### src/rtl/rc4_ksa_engine.sv
// RC4 key-scheduling engine: fills S[i] = i (unless skipped), then runs the
// key-driven swap shuffle against a single-port, 1-cycle-latency S-memory.
module rc4_ksa_engine #(
  parameter int ADDR_W    = 8,
  parameter int KEY_BYTES = 3
) (
  input  logic                          clk,
  input  logic                          rst,
  input  logic                          start,
  input  logic                          skip_init,
  input  logic [KEY_BYTES*ADDR_W-1:0]   secret_key,
  input  logic [ADDR_W-1:0]             mem_q,
  output logic [ADDR_W-1:0]             mem_addr,
  output logic [ADDR_W-1:0]             mem_data,
  output logic                          mem_wr_en,
  output logic                          busy,
  output logic                          done
);

  localparam int KW = (KEY_BYTES > 1) ? $clog2(KEY_BYTES) : 1;
  localparam logic [ADDR_W-1:0] I_LAST = {ADDR_W{1'b1}};

  typedef enum logic [3:0] {
    S_IDLE, S_INIT, S_RD_I, S_CAP_I, S_RD_J, S_CAP_J, S_WR_I, S_WR_J, S_DONE
  } state_t;

  state_t                        state_q;
  logic [KEY_BYTES*ADDR_W-1:0]   key_q;
  logic [ADDR_W-1:0]             i_q, j_q, si_q;
  logic [KW-1:0]                 k_q;
  logic [ADDR_W-1:0]             mem_addr_q, mem_data_q;
  logic                          mem_wr_en_q, busy_q, done_q;

  logic [ADDR_W-1:0]             key_byte;
  logic [ADDR_W-1:0]             j_d;
  logic                          k_last;

  // Key byte 0 occupies the most significant ADDR_W bits of the latched key.
  always_comb begin
    key_byte = '0;
    for (int b = 0; b < KEY_BYTES; b++) begin
      if (k_q == KW'(b)) key_byte = key_q[(KEY_BYTES-1-b)*ADDR_W +: ADDR_W];
    end
  end

  assign j_d    = j_q + mem_q + key_byte;
  assign k_last = (k_q == KW'(KEY_BYTES-1));

  always_ff @(posedge clk) begin
    if (rst) begin
      state_q     <= S_IDLE;
      key_q       <= '0;
      i_q         <= '0;
      j_q         <= '0;
      k_q         <= '0;
      si_q        <= '0;
      mem_addr_q  <= '0;
      mem_data_q  <= '0;
      mem_wr_en_q <= 1'b0;
      busy_q      <= 1'b0;
      done_q      <= 1'b0;
    end else begin
      mem_wr_en_q <= 1'b0;
      mem_data_q  <= '0;
      done_q      <= 1'b0;
      case (state_q)
        S_IDLE: begin
          mem_addr_q <= '0;
          if (start) begin
            key_q  <= secret_key;
            i_q    <= '0;
            j_q    <= '0;
            k_q    <= '0;
            busy_q <= 1'b1;
            if (!skip_init) begin
              state_q     <= S_INIT;
              mem_wr_en_q <= 1'b1;
            end else begin
              state_q <= S_RD_I;
            end
          end
        end
        S_INIT: begin
          if (i_q == I_LAST) begin
            i_q        <= '0;
            mem_addr_q <= '0;
            state_q    <= S_RD_I;
          end else begin
            i_q         <= i_q + 1'b1;
            mem_addr_q  <= i_q + 1'b1;
            mem_data_q  <= i_q + 1'b1;
            mem_wr_en_q <= 1'b1;
          end
        end
        S_RD_I: state_q <= S_CAP_I;
        S_CAP_I: begin
          si_q       <= mem_q;
          j_q        <= j_d;
          mem_addr_q <= j_d;
          state_q    <= S_RD_J;
        end
        S_RD_J: state_q <= S_CAP_J;
        // mem_data_q carries S[j] into the WR_I cycle.
        S_CAP_J: begin
          mem_addr_q  <= i_q;
          mem_data_q  <= mem_q;
          mem_wr_en_q <= 1'b1;
          state_q     <= S_WR_I;
        end
        S_WR_I: begin
          mem_addr_q  <= j_q;
          mem_data_q  <= si_q;
          mem_wr_en_q <= 1'b1;
          state_q     <= S_WR_J;
        end
        S_WR_J: begin
          k_q <= k_last ? '0 : k_q + 1'b1;
          if (i_q == I_LAST) begin
            mem_addr_q <= '0;
            done_q     <= 1'b1;
            state_q    <= S_DONE;
          end else begin
            i_q        <= i_q + 1'b1;
            mem_addr_q <= i_q + 1'b1;
            state_q    <= S_RD_I;
          end
        end
        S_DONE: begin
          mem_addr_q <= '0;
          busy_q     <= 1'b0;
          state_q    <= S_IDLE;
        end
        default: state_q <= S_IDLE;
      endcase
    end
  end

  assign mem_addr  = mem_addr_q;
  assign mem_data  = mem_data_q;
  assign mem_wr_en = mem_wr_en_q;
  assign busy      = busy_q;
  assign done      = done_q;

endmodule

### config.mk
export PLATFORM = sky130hd
export DESIGN_NAME = rc4_ksa_engine
export DESIGN_NICKNAME = d
export VERILOG_FILES = /design/src/rtl/rc4_ksa_engine.sv
export SDC_FILE = /design/constraint.sdc
export NUM_CORES = 1
export LEC_CHECK = 0
export CAP_MARGIN = 20
export CORE_MARGIN = 5
export CORE_UTILIZATION = 55
export DETAILED_ROUTE_END_ITERATION = 8
export PLACE_DENSITY = 0.9
export SYNTH_ARGS = -nofsm -noshare
export SYNTH_HDL_FRONTEND = slang
export SYNTH_SLANG_ARGS = --single-unit
### constraint.sdc
create_clock -name clk -period 5.2 [get_ports clk]
set_input_delay 1.04 -clock clk [delete_from_list [all_inputs] [get_ports clk]]
set_output_delay 1.04 -clock clk [all_outputs]
set_load 0.03 [all_outputs]
==> metrics.yaml <==
synthesis:
  synth_nets: 512
  netlist_instances: 461
  synth_seq_cells: 73
  synth_area_per_cell_sq_um: 8.053
  synth_top_area_share: 0.3937
  ys_seq_area_frac: 0.3937
  yosysTopAreaCell: "dfxtp_1"
  synth_ff_type: "dfxtp_1"
  synth.most_common_cell: "nand2_1"
  ys_types: 53
  ys.warnings.count: 0
  netlist_area_sq_mm: 0.003712
  synth_commonest_cells: "94 x nand2_1, 73 x dfxtp_1, 59 x a21oi_1, 30 x nor2_1, 18 x o21ai_0"
  async_reset_ff_frac: 0
  synth-edff-count: 0
  synth_area_leaders: "dfxtp_1 39%, nand2_1 9.5%, a21oi_1 8.0%"
critical_path:
  r2r-end: "mem_addr[5]"
  cp-start-kind: "register"
  critPathTopFamily: "adder cells"
  path_cells: "nor2b_1, nand2_1, o21ai_0, fa_1, ha_1, inv_1, fa_1, nor2b_1, o21ai_0, a211oi_1, a31oi_1, a221oi_1"
  criticalPathCategory: "reg -> reg"
  worstReg2RegStart: "k_q[1]"
  timing.critical_path.buf_inv: 1
  cp-end-kind: "register"
  timing.reg2reg.setup_slack_ns: 1.64
  slowest_stage: "dfxtp_1"
  crit_cells: 12
  crit_required_ns: 5.44
  cp_max_fo: 12
  max_stage_delay_ns: 0.69
  r2r_cells: 12
  worstPathArrival_ns: 3.80
route:
  wl_met1_um: 3929
  vias: 3498
  final_antenna_net_count: 0
  met2_length_um: 4542
  drtIter0Drc: 547
  maxUsedRoutingLayer: "met4"
  wl_met3_um: 832
  drt_first_pass_iters: 8
  routedWlPerCell_um: 16.38
  finalWirelength_um: 9517
  vias_per_cell: 6.021
  drcViolationCount: 0
layout:
  final_net_count: 548
  final_cells: 581
  area_growth_pct: 19.55
  drive_above_1_share: 0.05389
  num_antenna_cells: 0
timing:
  rsz0062_at_grt: "false"
  slew_headroom: 0.3414
  period_needed_ns: 3.558
  tns_ns: 0
  worst_pin_slew_ns: 0.9852
  fin_skew_ns: 0.009536
  slew_viol_final: 0
  setup-violations-final: 0
  finalHoldViolations: 0
  clock.fmax_ghz: 0.2811
  fin_crit_sh: 0.6842
global_route:
  grt_usage: 0.2287
  grt_pass1_vias: 3187
  grt-ovfl-total: 0
  grt_pass1_wl_um: 15570
  grt_max_degree: 66
  antenna_found_initial: 0
floorplan:
  num_rows: 30
  die_area_sq_mm: 0.008493
  core_area_sq_mm: 0.006681
  num_io_pins: 55
  start_util: 0.5556
  fp.dieH_um: 92.16
  die_w_um: 92.16
clocking:
  postCtsSetupRepairBufs: 0
  numCtsBuffers: 9
  cts_htree_levels: 3
  cts-root-buf: "clkbuf_8"
  hold_buffers: 0
  worstSkewPairLatency_ns: 0.35
  clk_pin_slew_ns: 0.08
  cts-resized-gates: 0
  clockBufferDepth: 2
  cts_tree: "done"
  cts_sinks: 73
min_path:
  min_delay_worst_endpoint: "key_q[18]"
  holdCritStartpoint: "key_q[18]"
  hold_path.class: "reg -> reg"
  min_path_cells: 2
power_and_ir_drop:
  clockPowerShare: 0.346
  p_leak_nw: 1.606
  seqPwrFrac: 0.440
  cellInternalPower_uw: 997.4
  switchingPower_uw: 433.0
  p_sw_frac: 0.3027
  power.density_mw_per_mm2: 322.3
  combinationalPowerShare: 0.214
  ir_drop_v: 0.0001667
placement:
  place.gp.congestion: 0.9600
  place_hpwl_um: 6918
  port_buffers: 54
  dp.cells: 565
run:
  cap_viol_max_count: 0
outcome:
  status: "finished clean"
registers in the layout, indices dropped and copies added (netlist names):
register   count
key_q         24
i_q            8
j_q            8
mem_addr       8
mem_data       8
si_q           8
state_q        4
k_q            2
busy           1
done           1
mem_wr_en      1
layout by cell type, fill, tap and decap left out, types with 5 or more instances in the layout:
cell / Yosys / final
a21oi_1: 59 / 59
inv_1: 17 / 17
nor2_1: 30 / 30
nand2_1: 94 / 94
ha_1: 7 / 7
dfxtp_1: 73 / 73
o21ai_1: 5 / 5
xor2_1: 5 / 5
fa_1: 8 / 8
nand3_1: 11 / 11
clkdlybuf4s50_1: 0 / 53
nor2b_1: 5 / 5
xnor2_1: 7 / 7
clkbuf_8: 0 / 10
a22oi_1: 5 / 5
a31oi_1: 7 / 7
o21ai_0: 18 / 18
nor3_1: 11 / 11
mux2i_1: 9 / 9
a222oi_1: 10 / 10
and2_1: 6 / 6
per-layer routing:
| layer | vias to the layer above | track usage |
|---|---|---|
| li1 | 1671 | - |
| met1 | 1618 | 0.3066 |
| met2 | 186 | 0.3662 |
| met3 | 23 | 0.03445 |
| met4 | 0 | 0.09777 |
| met5 | - | 0 |
worst min-delay path, stage by stage (launching register included):
cell and delay [ns]:
dfxtp_1 0.31, nand2_1 0.05, a21oi_1 0.05
kinds of logic after synthesis:
logic type | after synthesis | synth area share
fa+ha+maj | 15 | 0.06673
buf+inv | 47 | 0.05662
mux | 9 | 0.02427
compound gates | 127 | 0.2117
flops | 73 | 0.3937
xor+xnor | 12 | 0.02831
simple gates | 178 | 0.2187
worst max-delay path by stage:
stage / from / end / slack, ns
global route: k_q[1] / mem_addr[5] / 1.56
CTS: mem_q[1] / mem_addr[5] / 1.72
finish: k_q[1] / mem_addr[5] / 1.64
floorplan: mem_q[1] / mem_addr[5] / 2.15
global placement: mem_q[1] / mem_addr[5] / 1.54
detailed placement: mem_q[1] / mem_addr[5] / 1.36
cell type report:
class / instances / area, sq um
Inverter: 17 / 63.81
Clock buffer: 10 / 137.6
Sequential cell: 73 / 1461
Tap cell: 80 / 100.1
Fill cell: 576 / 2243
Timing Repair Buffer: 55 / 555.5
Multi-Input combinational cell: 341 / 2041
Clock inverter: 5 / 78.83
through the flow:
stage          area, sq um  power [mW]  hold WS, ns  utilization  worst slack (ns)
2_1_floorplan         3712      0.8511       0.4357            -             2.149
3_3_place_gp          4202      0.9322       0.4414       0.6288             1.539
3_5_place_dp          4202      0.9422       0.4475       0.6288             1.362
4_1_cts               4418       1.427       0.4577       0.6612             1.723
5_1_grt               4438       1.496       0.4781       0.6642             1.564
6_report              4438       1.430       0.4552       0.6642             1.642
power by group through the flow:
stage          Sequential (mW)  Clock [mW]  Combinational, mW
2_1_floorplan            0.633           0              0.218
3_3_place_gp             0.639           0              0.293
3_5_place_dp             0.642           0              0.301
4_1_cts                  0.629       0.496              0.302
5_1_grt                  0.634       0.525              0.337
6_report                 0.630       0.495              0.306
Power figures use the tool's default switching activity.
